==> config.mk <==
export PLATFORM = sky130hd
export DESIGN_NAME = lcd_driver
export DESIGN_NICKNAME = d
export VERILOG_FILES = /design/src/rtl/lcd_pkg.sv /design/src/rtl/lcd_if.sv /design/src/rtl/lcd_fifo.sv /design/src/rtl/lcd_driver.sv
export SDC_FILE = /design/constraint.sdc
export NUM_CORES = 1
export LEC_CHECK = 0
export BUFFER_PORTS_ARGS = -buffer_cell sky130_fd_sc_hd__buf_2
export CAP_MARGIN = 15
export CORE_MARGIN = 1.5
export CORE_UTILIZATION = 23
export CTS_BUF_LIST = sky130_fd_sc_hd__clkbuf_8 sky130_fd_sc_hd__clkbuf_16
export CTS_CLUSTER_DIAMETER = 30
export DETAILED_ROUTE_END_ITERATION = 8
export GPL_TIMING_DRIVEN = 1
export SETUP_SLACK_MARGIN = 0.5
export SLEW_MARGIN = 20
export SYNTH_ARGS = -nofsm -noshare
export SYNTH_HDL_FRONTEND = slang
export SYNTH_SLANG_ARGS = --single-unit
export TNS_END_PERCENT = 1
==> constraint.sdc <==
create_clock -name i_clk -period 4.66 [get_ports i_clk]
set_clock_uncertainty 0.1 [all_clocks]
set_input_delay 1.165 -clock i_clk [delete_from_list [all_inputs] [get_ports i_clk]]
set_output_delay 1.165 -clock i_clk [all_outputs]
set_load 0.1 [all_outputs]
==> src/rtl/lcd_pkg.sv <==
// Shared types and constants for the HD44780 LCD driver: FSM states, status layout, FIFO entry.
package lcd_pkg;

  typedef enum logic [2:0] {
    ST_IDLE,
    ST_SETUP,
    ST_PULSE,
    ST_HOLD,
    ST_EXEC
  } lcd_state_e;

  localparam int STAT_OVF_BIT  = 31;
  localparam int STAT_BUSY_BIT = 30;
  localparam int STAT_CNT_LSB  = 0;
  localparam int STAT_CNT_W    = 3;

  localparam logic [7:0] CMD_CLEAR = 8'h01;
  localparam logic [7:0] CMD_HOME  = 8'h02;

  typedef struct packed {
    logic       on;
    logic       rs;
    logic [7:0] dat;
  } lcd_entry_t;

  // One timer serves every state, so it is sized for the longest phase.
  function automatic int timer_width(input int a, input int b, input int c,
                                     input int d, input int e);
    int m;
    m = a;
    if (b > m) m = b;
    if (c > m) m = c;
    if (d > m) m = d;
    if (e > m) m = e;
    return (m < 2) ? 1 : $clog2(m);
  endfunction

endpackage

==> src/rtl/lcd_if.sv <==
// Push/pop bundle between the LCD driver FSM and its command FIFO.
interface lcd_if
  import lcd_pkg::*;
#(
  parameter int DEPTH = 4
) ();

  localparam int CNTW = $clog2(DEPTH + 1);

  logic            push;
  logic            pop;
  lcd_entry_t      wdat;
  lcd_entry_t      rdat;
  logic            full;
  logic            empty;
  logic [CNTW-1:0] count;

  modport master (output push, pop, wdat, input rdat, full, empty, count);
  modport slave  (input push, pop, wdat, output rdat, full, empty, count);

endinterface

==> src/rtl/lcd_fifo.sv <==
// First-word-fall-through FIFO of LCD entries; pushes when full and pops when empty are ignored.
module lcd_fifo
  import lcd_pkg::*;
#(
  parameter int DEPTH = 4
) (
  input  logic  i_clk,
  input  logic  i_rst_n,
  lcd_if.slave  bus
);

  localparam int AW   = (DEPTH > 1) ? $clog2(DEPTH) : 1;
  localparam int CNTW = $clog2(DEPTH + 1);

  typedef logic [AW-1:0] ptr_t;

  lcd_entry_t      r_mem [DEPTH];
  ptr_t            r_rd_ptr;
  ptr_t            r_wr_ptr;
  logic [CNTW-1:0] r_count;
  logic            w_push;
  logic            w_pop;

  function automatic ptr_t ptr_inc(input ptr_t p);
    return (p == ptr_t'(DEPTH - 1)) ? '0 : p + ptr_t'(1);
  endfunction

  assign w_push    = bus.push && !bus.full;
  assign w_pop     = bus.pop && !bus.empty;
  assign bus.full  = (r_count == CNTW'(DEPTH));
  assign bus.empty = (r_count == '0);
  assign bus.count = r_count;
  assign bus.rdat  = r_mem[r_rd_ptr];

  always_ff @(posedge i_clk) begin
    if (!i_rst_n) begin
      r_rd_ptr <= '0;
      r_wr_ptr <= '0;
      r_count  <= '0;
    end else begin
      if (w_push) r_wr_ptr <= ptr_inc(r_wr_ptr);
      if (w_pop)  r_rd_ptr <= ptr_inc(r_rd_ptr);
      case ({w_push, w_pop})
        2'b10:   r_count <= r_count + CNTW'(1);
        2'b01:   r_count <= r_count - CNTW'(1);
        default: r_count <= r_count;
      endcase
    end
  end

  always_ff @(posedge i_clk) begin
    if (w_push) r_mem[r_wr_ptr] <= bus.wdat;
  end

endmodule

==> src/rtl/lcd_driver.sv <==
// HD44780 write-only driver: queues LSU writes, replays each as SETUP/EN pulse/HOLD then waits EXEC.
// Writes are never back-pressured; a write into a full queue is dropped and flagged in sticky ovf.
module lcd_driver
  import lcd_pkg::*;
#(
  parameter int SETUP_CYC  = 2,
  parameter int EN_CYC     = 12,
  parameter int HOLD_CYC   = 1,
  parameter int EXEC_CYC   = 2000,
  parameter int CLR_CYC    = 80000,
  parameter int FIFO_DEPTH = 4
) (
  input  logic        i_clk,
  input  logic        i_rst_n,
  input  logic        i_lcd_wr,
  input  logic [31:0] i_lcd_wdata,
  output logic [31:0] o_lcd_status,
  output logic [7:0]  o_lcd_data,
  output logic        o_lcd_rs,
  output logic        o_lcd_rw,
  output logic        o_lcd_en,
  output logic        o_lcd_on
);

  localparam int CNT_W = timer_width(SETUP_CYC, EN_CYC, HOLD_CYC, EXEC_CYC, CLR_CYC);

  typedef logic [CNT_W-1:0] cnt_t;

  localparam cnt_t LD_SETUP = cnt_t'(SETUP_CYC - 1);
  localparam cnt_t LD_EN    = cnt_t'(EN_CYC - 1);
  localparam cnt_t LD_HOLD  = cnt_t'(HOLD_CYC - 1);
  localparam cnt_t LD_EXEC  = cnt_t'(EXEC_CYC - 1);
  localparam cnt_t LD_CLR   = cnt_t'(CLR_CYC - 1);

  lcd_state_e r_state;
  lcd_state_e w_state_nxt;
  cnt_t       r_cnt;
  cnt_t       w_cnt_nxt;
  logic       w_pop;
  logic       w_long_exec;
  logic       w_busy;
  logic       w_unused_wdata;
  logic       r_ovf;
  logic       r_en;
  logic       r_rs;
  logic       r_on;
  logic [7:0] r_data;

  lcd_if #(.DEPTH(FIFO_DEPTH)) fifo_bus ();

  lcd_fifo #(.DEPTH(FIFO_DEPTH)) u_fifo (
    .i_clk   (i_clk),
    .i_rst_n (i_rst_n),
    .bus     (fifo_bus.slave)
  );

  assign fifo_bus.push  = i_lcd_wr;
  assign fifo_bus.wdat  = {i_lcd_wdata[31], i_lcd_wdata[8], i_lcd_wdata[7:0]};
  assign fifo_bus.pop   = w_pop;
  assign w_unused_wdata = ^i_lcd_wdata[30:9];

  // Clear-display and return-home are the slow HD44780 instructions.
  assign w_long_exec = !r_rs && ((r_data == CMD_CLEAR) || (r_data == CMD_HOME));

  always_comb begin
    w_state_nxt = r_state;
    w_cnt_nxt   = r_cnt;
    w_pop       = 1'b0;
    case (r_state)
      ST_IDLE: begin
        if (!fifo_bus.empty) begin
          w_pop       = 1'b1;
          w_state_nxt = ST_SETUP;
          w_cnt_nxt   = LD_SETUP;
        end
      end
      ST_SETUP: begin
        if (r_cnt == '0) begin
          w_state_nxt = ST_PULSE;
          w_cnt_nxt   = LD_EN;
        end else begin
          w_cnt_nxt = r_cnt - cnt_t'(1);
        end
      end
      ST_PULSE: begin
        if (r_cnt == '0) begin
          w_state_nxt = ST_HOLD;
          w_cnt_nxt   = LD_HOLD;
        end else begin
          w_cnt_nxt = r_cnt - cnt_t'(1);
        end
      end
      ST_HOLD: begin
        if (r_cnt == '0) begin
          w_state_nxt = ST_EXEC;
          w_cnt_nxt   = w_long_exec ? LD_CLR : LD_EXEC;
        end else begin
          w_cnt_nxt = r_cnt - cnt_t'(1);
        end
      end
      ST_EXEC: begin
        if (r_cnt == '0) begin
          w_state_nxt = ST_IDLE;
          w_cnt_nxt   = '0;
        end else begin
          w_cnt_nxt = r_cnt - cnt_t'(1);
        end
      end
      default: begin
        w_state_nxt = ST_IDLE;
        w_cnt_nxt   = '0;
      end
    endcase
  end

  always_ff @(posedge i_clk) begin
    if (!i_rst_n) begin
      r_state <= ST_IDLE;
      r_cnt   <= '0;
      r_en    <= 1'b0;
      r_data  <= '0;
      r_rs    <= 1'b0;
      r_on    <= 1'b0;
      r_ovf   <= 1'b0;
    end else begin
      r_state <= w_state_nxt;
      r_cnt   <= w_cnt_nxt;
      r_en    <= (w_state_nxt == ST_PULSE);
      if (w_pop) begin
        r_data <= fifo_bus.rdat.dat;
        r_rs   <= fifo_bus.rdat.rs;
        r_on   <= fifo_bus.rdat.on;
      end
      if (i_lcd_wr && fifo_bus.full) r_ovf <= 1'b1;
    end
  end

  assign w_busy = (r_state != ST_IDLE) || (fifo_bus.count != '0);

  always_comb begin
    o_lcd_status = '0;
    o_lcd_status[STAT_OVF_BIT]  = r_ovf;
    o_lcd_status[STAT_BUSY_BIT] = w_busy;
    o_lcd_status[STAT_CNT_LSB +: STAT_CNT_W] = STAT_CNT_W'(fifo_bus.count);
  end

  assign o_lcd_data = r_data;
  assign o_lcd_rs   = r_rs;
  assign o_lcd_rw   = 1'b0;
  assign o_lcd_en   = r_en;
  assign o_lcd_on   = r_on;

endmodule

* Word level (Yosys, flattened, before mapping)
Memory sizes are Yosys's and may differ from the RTL's. A register that Yosys moved wholly into a read port is not among the register bits. Index checks and enable logic that the tools add are counted.
Operators by class: $add $sub $neg 5, reduce and logical (&&, ||, !) cells 17, muxes and demuxes 19, eq/ne operators 13
Operator list (number):
- two-way mux 17 bit | 5
- one-hot mux 17 bit (4 select lines) | 1
- zero test 17 bit | 1
- subtractor 17 x 1 -> 17 bit, second input constant | 1
- two-way mux 3 bit | 5
- one-hot mux 3 bit (5 select lines) | 1
- == test 3 x 2 -> 1 bit, second input constant | 3
- == test 8 x 1 -> 1 bit, second input constant | 1
- == test 8 x 2 -> 1 bit, second input constant | 1
- == test 2 bit, second input constant | 3
- == test 3 bit, second input constant | 2
- zero test 3 bit | 2
- one-hot mux 3 bit (2 select lines) | 1
- nonzero test 3 bit | 2
- adder 2 x 1 -> 2 bit, second input constant | 2
- logical AND 1 bit | 4
- zero test 1 bit | 4
- two-way mux 1 bit | 4
- two-way mux 2 bit | 2
- adder 3 x 1 -> 3 bit, second input constant | 1
- == test 3 x 1 -> 1 bit, second input constant | 1
- subtractor 3 x 1 -> 3 bit, second input constant | 1
- == test 2 x 1 -> 1 bit, second input constant | 1
- logical OR 1 bit | 2
- 3 further kinds | 3
Storage, ports and cells: bits in writable memories 40, output and inout port bits 44, register bits 29, memories kept 1
Memory list:
- u_fifo.r_mem | words 4, width 10, read ports 1, clocked after Yosys merged registers in 1, write ports 1, line lcd_fifo.sv:17 | lcd_entry_t r_mem [DEPTH];

* Longest topological paths before layout
Gate-level depths: netlist of run 1.
word-level depth 6, mapped depth 13

* By module
From an unflattened synthesis of run 1, not the netlist that was laid out.
Second synthesis, totals: cells, all modules 368, area, all modules 3918.8 sq um
Modules (own cells, without submodules):
- lcd_driver | area an instance 1985.7 sq um, cells an instance 260, instances 1
- lcd_fifo | area an instance 1933.1 sq um, cells an instance 108, instances 1

* Worst setup path after synthesis of run 1
OpenSTA, ideal clock, no wires.
kind register to register, from reg u_fifo.r_count[2], in the netlist u_fifo.bus.count[2], to reg u_fifo.r_count[2], in the netlist u_fifo.bus.count[2], required time 4484 ps, arrival time 3263 ps, stages on the path, launching flop included 12, buffers on the path 2, setup slack 1222 ps, library setup time 76 ps, period minus slack after synthesis 3438 ps, cells stage by stage dfxtp_1 > nor3_1 > or3_1 > clkbuf_1 > inv_1 > clkbuf_1 > ha_1 > inv_1 > fa_1 > xor2_1 > or3_1 > a21boi_0
On the way: longest elaborated chain between the ends 6, elaborated cells between the ends (all ways) 14, those cells by class add/sub (2); eq/ne (3); mux (3); reduce/logical (6)
RTL lines:
- start: declaration | line lcd_fifo.sv:20 | logic [CNTW-1:0] r_count;
- start signal: assignment | line lcd_fifo.sv:44 | 2'b10: r_count <= r_count + CNTW'(1);
- start signal: assignment | line lcd_fifo.sv:45 | 2'b01: r_count <= r_count - CNTW'(1);
- start signal: assignment | line lcd_fifo.sv:46 | default: r_count <= r_count;
- zero test 3 bit (*) | line lcd_fifo.sv:31 | assign bus.empty = (r_count == '0);
- two-way mux 1 bit (*) | line lcd_driver.sv:71 | if (!fifo_bus.empty) begin
- two-way mux 1 bit (*) | line lcd_driver.sv:69 | case (r_state)
- via fifo_bus.pop | line lcd_if.sv:11 | logic pop;
- logical AND 1 bit (*) | line lcd_fifo.sv:29 | assign w_pop = bus.pop && !bus.empty;
- == test 2 x 1 -> 1 bit or == test 2 bit (tied branches) | line lcd_fifo.sv:43 | case ({w_push, w_pop})
- one-hot mux 3 bit (2 select lines) or nonzero test 2 bit (tied branches)
Mark *: on every way through the listed nets, which the timed path passes. The rest lies on a longest branch. A chain may end at the register's enable or synchronous reset.

* Worst setup path in the final report of run 1
from reg u_fifo.r_count[2], in the netlist u_fifo.bus.count[2], to out o_lcd_status[30]
On the way: longest elaborated chain between the ends 2
RTL lines:
- nonzero test 3 bit | line lcd_driver.sv:138 | assign w_busy = (r_state != ST_IDLE) || (fifo_bus.count != '0);
- logical OR 1 bit | line lcd_driver.sv:138
- end: declaration | line lcd_driver.sv:17 | output logic [31:0] o_lcd_status,
No other way between the ends.

==> results.cfg, run 1 <==
[setup_path]
critPathBufInv = 2
slowest_stage = nor3_1
worstSetupPathType = reg -> out
critical_path.startpoint = u_fifo.bus.count[2]
rr_startpoint = r_state[1]
cp_data_arrival_time_ns = 2.26
critPathTopFamily = simple AND/OR/NAND/NOR gates
cp_data_required_time_ns = 3.39
worstSetupEndpointType = primary output
worstSetupStartpointType = register
crit_chain = nor3_1, nand2_1, nor2_1, clkinv_1, buf_2
cp_max_fo = 9
max_stage_delay_ns = 0.52

[clocking]
root_buffer = clkbuf_16
clkTransAtPathRegs_ns = 0.07
cts_max_level = 3
ctsResizeCount = 0
numCtsBuffers = 9
cts_hold_buf = 0
clock_path_buffers = 2
insertion_delay_ns = 0.34
cts_setup_buffers = 0
cts_tree = done
cts.sinks = 79

[timing]
worst_slack_ns = 1.14
worst_slew_pin_slew_ns = 0.830
fin_crit_ns = 3.52
rsz0062_at_grt = no
timing.slew.headroom_pct = 44.6
slew_violations = 0
fin_tns_setup_ns = 0
fmax_mhz = 284
holdWs_ns = 0.377
finalHoldViolCount = 0
finalSetupViolCount = 0
fin_crit_sh_pct = 75.6

[placed_design]
dp.cells = 596
gp_congestion = 0.792
post-place-ws_ns = 1.35
post-dp-hpwl_mm = 5.44
io_buffers = 28

[synthesis]
ys_seq_area_share_pct = 50.9
synth.cell_area_um2 = 3890
synth_area_leaders = edfxtp_1, dfxtp_1, buf_4, mux4_2, nand2_1
async_flop_share_pct = 0
yosys_most_used_dff = edfxtp_1
synth-seq-cells = 79
yosysTopAreaCell = edfxtp_1
yosys-top-cells-count = nand2_1, edfxtp_1, dfxtp_1
avgSynthCellArea_um2 = 10.7
synth_most_common_cell = nand2_1
synth_cells = 363
synth_warnings = 0
synth_edf_count = 40
synth_top_cell_area_share_pct = 30.8
synth_cell_types = 51

[floorplanning]
die_width_um = 133
die_h_um = 133
die_area_um2 = 17700
start_util_pct = 23.5
core_um2 = 16600
io_pins = 79
row_count = 47

[route]
via_count = 2716
first_pass_iters = 4
vias_per_cell = 4.44
wl_per_cell_um = 12.9
drtIter0Drc = 72
drcViolationCount = 0
detail_route.wirelength_mm = 7.87
antenna_left = 0

[global_route]
grt_usage_pct = 9.11
grt_antenna_before_repair = 0
grt_start_max_net_pins = 41
grt_pass1_wl_mm = 12.8
met3_usage_pct = 2.51
gr-total-overflow = 0
top_usage_layer = met2
use_met2_pct = 15.2
grtUsageMet1_pct = 10.8
grt_pass1_vias = 2552

[finish]
nets = 430
regArea_um2 = 1980
instances_no_fill = 612
fillers = 1720
drive_above_1_share_pct = 16.3
area_growth_pct = 13.2
multi_input_area_um2 = 1660
n_antenna_cell = 0

[outcome]
status = complete, no violations

[min_path]
hold_path_startpoint = r_cnt[13]
min_path_type = reg -> reg

[run]
cap_violations = 0
[state kept, by name (all words and copies together) (netlist names)]
register and cells:
u_fifo.r_mem 40, r_cnt 17, o_lcd_data 8, r_state 3, u_fifo.bus.count 3, u_fifo.r_rd_ptr 2, u_fifo.r_wr_ptr 2, o_lcd_en 1
o_lcd_on 1, o_lcd_rs 1, r_ovf 1
[through the flow]
stage,instance area (um2),utilization [%]
2_1_floorplan,4000,-
3_3_place_gp,4120,24.9
3_5_place_dp,4120,24.9
4_1_cts,4410,26.6
5_1_grt,4410,26.6
6_report,4410,26.6
[kinds of logic after synthesis]
logic type / share of synthesized area (%)
AOI/OAI and AO/OA: 14.9
xor gates and xnor gates: 1.80
adders and majority gates: 2.76
buffers and inverters: 8.96
DFF: 50.9
muxes: 6.04
other: 0.0963
and+or+nand+nor: 14.5
[cells in the final DEF, fill, tap and decap left out, types with 2 or more instances in the layout]
cell / synthesis / final
o211ai_1: 2 / 2
nor4_1: 7 / 7
o31ai_1: 2 / 2
inv_1: 11 / 11
o21ai_0: 16 / 16
or4_4: 2 / 2
o22ai_1: 3 / 3
nor2_1: 16 / 16
nand3_1: 7 / 7
nor3b_1: 3 / 3
o21a_1: 6 / 6
or3_1: 2 / 2
inv_6: 0 / 4
a31oi_1: 4 / 4
dfxtp_1: 39 / 39
clkbuf_16: 0 / 9
inv_8: 0 / 2
buf_4: 31 / 2
a21boi_0: 19 / 19
buf_2: 1 / 28
nand4_1: 3 / 3
nor2b_1: 4 / 4
a21o_1: 2 / 2
ha_1: 7 / 7
and2_1: 4 / 4
o31a_1: 4 / 4
mux4_2: 10 / 10
and3_1: 6 / 6
nor3_1: 12 / 12
edfxtp_1: 40 / 40
xor2_1: 5 / 5
xnor2_1: 3 / 3
nand2_1: 43 / 43
a21oi_1: 20 / 20
conb_1: 1 / 28
[worst min-delay path, stage by stage (launching register included)]
cell,delay (ns)
dfxtp_1,0.32
nand2_1,0.06
o2bb2ai_1,0.05
[area by class of cell]
type	instances	share of cell area, %
Timing Repair Buffer	30	3.52
Inverter	12	1.02
Tap cell	220	6.24
Clock inverter	7	1.42
Clock buffer	9	5.11
Sequential cell	79	44.9
Multi-Input combinational cell	255	37.7
[path summary, 6_finish.rpt]
kind,end,slack [ns],cells past startpoint
worst max-delay path,o_lcd_status[30],1.14,5
worst min-delay path,r_cnt[13],0.38,2
worst max register to register,u_fifo.bus.count[2],1.37,9
worst min register to register,r_cnt[13],0.38,2
[layer usage]
layer / vias to the layer above / part of all wire (%) / wire (um)
met3: 10 / 6.4 / 505
li1: 1322 / - / -
met1: 1287 / 43 / 3400
met4: 0 / 1.3 / 105
met2: 97 / 49 / 3860
met5: - / 0 / 0
Power of run 1 is left out: the tool's default activity adds up to more than one toggle a clock period on the data nets, which glitch-free logic cannot reach.
==> run 2: changes to the inputs <==
==> constraint.sdc (replaced) <==
create_clock -name i_clk -period 3.5 [get_ports i_clk]
set_clock_uncertainty 0.1 [all_clocks]
set_input_delay 0.875 -clock i_clk [delete_from_list [all_inputs] [get_ports i_clk]]
set_output_delay 0.875 -clock i_clk [all_outputs]
set_load 0.1 [all_outputs]
==> results.cfg, run 2 (same netlist as run 1, synthesis figures left out) <==
[timing]
fin_crit_sh_pct = 82.3
finalHoldViolCount = 0
rsz0062_at_grt = no
slew_violations = 0
fmax_mhz = 347
fin_crit_ns = 2.88
finalSetupViolCount = 0
worst_slew_pin_slew_ns = 0.816
fin_tns_setup_ns = 0
timing.slew.headroom_pct = 45.5

[clocking]
clock_path_buffers = 2
cts.sinks = 79
cts_setup_buffers = 0
root_buffer = clkbuf_16
numCtsBuffers = 9
cts_tree = done
cts_max_level = 3
cts_hold_buf = 0
clkTransAtPathRegs_ns = 0.06
insertion_delay_ns = 0.34

[setup_path]
r2r_setup_slack_ns = 0.64
reg2reg_depth = 9
worstSetupStartpointType = register
worstSetupPathType = reg -> out
worstSetupEndpointType = primary output
cp_data_arrival_time_ns = 1.91
cp_max_fo = 6
cp_data_required_time_ns = 2.52

[placed_design]
gp_congestion = 0.800
io_buffers = 28
post-dp-hpwl_mm = 5.58

[global_route]
grt_pass1_vias = 2674
grt_start_max_net_pins = 41
grt_pass1_wl_mm = 13.2
grt_antenna_before_repair = 0
gr-total-overflow = 0
grt_usage_pct = 9.54

[route]
drcViolationCount = 0
drtIter0Drc = 88
antenna_left = 0
detail_route.wirelength_mm = 8.04
vias_per_cell = 4.46
via_count = 2750
wl_per_cell_um = 13.1
first_pass_iters = 5

[finish]
drive_above_1_share_pct = 18.2
nets = 434
area_growth_pct = 15.4
n_antenna_cell = 0
regMostFlops = u_fifo.r_mem
layout_commonest_cell = nand2_1
mostFrequentLayoutCells = nand2_1, edfxtp_1, dfxtp_1
largest_register_ff_count = 40

[floorplanning]
die_width_um = 133
die_area_um2 = 17700
row_count = 47
io_pins = 79
die_h_um = 133
core_um2 = 16600
start_util_pct = 23.5

[outcome]
status = complete, no violations

[min_path]
hold_depth = 2
min_path_type = reg -> reg

[run]
cap_violations = 0
-- run 2: cell types whose count changed in the layout (fill, tap and decap cells not counted), sizes merged --
cell      before  now
buf           30   34
inv           17   14
bufinv         0    2
clkinvlp       0    2
clkinv         2    1
-- run 2: layout make-up --
type	count	area, um2
multi-input combinational	255	1670
timing repair buffer	34	185
clock buffer	9	225
tap	220	275
clock inverter	7	96.3
inverter	12	45.0
sequential	79	1990
fill	1739	12100
-- run 2: per-layer routing --
layer / share of wire (%) / track usage [%] / vias up / wire length [um]
li1: - / - / 1326 / -
met1: 43 / 11.6 / 1311 / 3480
met2: 48 / 16.1 / 96 / 3890
met3: 5.8 / 2.13 / 17 / 469
met4: 2.5 / 4.53 / 0 / 202
met5: 0 / 0 / - / 0
-- run 2: path summary, 6_finish.rpt --
path | from | end
setup / recovery | u_fifo.bus.count[2] | o_lcd_status[30]
hold reg to reg | o_lcd_on | o_lcd_on
hold / removal | o_lcd_on | o_lcd_on
setup reg to reg | r_state[0] | u_fifo.bus.count[2]
-- run 2: critical path: stages (launching register included) --
cell and delay, ns:
dfxtp_4 0.36, nor3_1 0.45, nand2_1 0.18, nor2_1 0.18, clkinv_1 0.10, buf_2 0.31
-- run 2: timing repair --
item | 4_1_cts | 5_1_grt
pin swaps | 0 | 0
hold endpoints to repair | 0 | 0
resized for setup | 1 | 1
endpoints found under the setup margin | 1 | 3
-- run 2: per-stage QoR --
step                      cells  utilization (%)  cell area (um2)  hold slack, ns  worst slack [ns]
after floorplan             390                -             4010           0.341             0.594
after global placement      600             25.1             4160           0.363             0.595
after detailed placement    600             25.1             4160           0.367             0.483
after CTS                   616             27.1             4490           0.381             0.598
after global routing        616             27.1             4490           0.411             0.508
final                       616             27.1             4490           0.378             0.619
Power of run 2 is left out for the same reason.
==> run 3: changes to the inputs <==
==> constraint.sdc (replaced) <==
create_clock -name i_clk -period 2.67 [get_ports i_clk]
set_clock_uncertainty 0.1 [all_clocks]
set_input_delay 0.6675 -clock i_clk [delete_from_list [all_inputs] [get_ports i_clk]]
set_output_delay 0.6675 -clock i_clk [all_outputs]
set_load 0.1 [all_outputs]
==> results.cfg, run 3 (same netlist as run 1, synthesis figures left out) <==
[finish]
area_growth_pct = 18.5
final_util_pct = 27.8
n_antenna_cell = 0
regMostFlops = u_fifo.r_mem
mostFrequentLayoutCells = nand2_1, edfxtp_1, dfxtp_1
largest_register_ff_count = 40
layout_commonest_cell = nand2_1
nets = 448
drive_above_1_share_pct = 22.7

[setup_path]
worstSetupPathType = reg -> reg
critPathTopFamily = simple AND/OR/NAND/NOR gates
crit_path_frequent_cell = or4_4
worstSetupStartpointType = register
worstSetupEndpointType = register
crit_chain = or4_4, or4_4, o311ai_4, a21oi_1, o21a_1, o31a_1
cp_data_required_time_ns = 2.79
cp_max_fo = 6
max_stage_delay_ns = 0.56
slowest_stage = or4_4
critPathBufInv = 0
cp_data_arrival_time_ns = 2.53

[timing]
fin_tns_setup_ns = 0
worst_slew_pin_slew_ns = 0.587
timing.slew.headroom_pct = 60.8
rsz0062_at_grt = yes
fin_crit_sh_pct = 90.2
fin_crit_ns = 2.41
slew_violations = 0
fmax_mhz = 415
finalSetupViolCount = 0
finalHoldViolCount = 0

[clocking]
cts.sinks = 79
cts_hold_buf = 0
clkTransAtPathRegs_ns = 0.06
cts_tree = done
insertion_delay_ns = 0.33
cts_max_level = 3
root_buffer = clkbuf_16
clock_path_buffers = 2
numCtsBuffers = 9

[floorplanning]
die_h_um = 133
die_area_um2 = 17700
die_width_um = 133
start_util_pct = 23.5
io_pins = 79
row_count = 47
core_um2 = 16600

[route]
m1WireLength_mm = 3.34
via_count = 2765
detail_route.wirelength_mm = 7.95
vias_per_cell = 4.39
wl_per_cell_um = 12.6
drtIter0Drc = 118
first_pass_iters = 4
drcViolationCount = 0
top_layer = met4
wl_met3_um = 402
dr_wl_met2_mm = 4.08
antenna_left = 0

[global_route]
grt_start_max_net_pins = 22
grt_pass1_vias = 2607
grt_usage_pct = 9.12
grt_pass1_wl_mm = 12.8
grt_antenna_before_repair = 0
gr-total-overflow = 0

[placed_design]
gp_congestion = 0.808
io_buffers = 28
post-dp-hpwl_mm = 5.82

[min_path]
min_path_type = reg -> reg

[run]
cap_violations = 0

[outcome]
status = complete, no violations
## run 3: worst paths after layout
kind | slack, ns | end | startpoint | cells after the start
setup / recovery | 0.26 | r_cnt[3] | r_cnt[11] | 6
setup reg to reg | 0.26 | r_cnt[3] | r_cnt[11] | 6
hold / removal | 0.36 | o_lcd_on | o_lcd_on | 2
hold reg to reg | 0.36 | o_lcd_on | o_lcd_on | 2
## run 3: cell type report
class,count,area (um2)
well taps,220,275
clock buffers,9,225
multi-input cells,255,1700
clock inverters,7,81.3
repair buffers,48,293
inverters,12,45.0
flip-flops and latches,79,2000
fillers,1731,12000
## run 3: routing by layer
metal / GRT usage (%) / vias to the layer above
li1: - / 1362
met1: 10.4 / 1315
met2: 16.2 / 76
met3: 2.28 / 12
met4: 3.80 / 0
met5: 0 / -
## run 3: stage by stage
stage	cells	hold WS (ns)	cell area (um2)	setup WS, ns
2_1_floorplan	390	0.341	4040	0.0466
3_3_place_gp	614	0.360	4290	0.266
3_5_place_dp	614	0.359	4290	0.247
4_1_cts	630	0.368	4610	0.241
5_1_grt	630	0.402	4610	0.185
6_report	630	0.362	4610	0.261
## run 3: repair_timing
item                       in CTS  in global routing
gates resized for setup         3                  4
setup endpoints to repair      21                 24
buffers inserted                0                  0
## run 3: worst register-to-register path, delay by kind of cell, from the launching register on
kind,cells,cell delay (ns)
and+or+nand+nor,2,1.05
DFF,1,0.36
AOI/OAI and AO/OA,4,0.79
Power of run 3 is left out for the same reason.
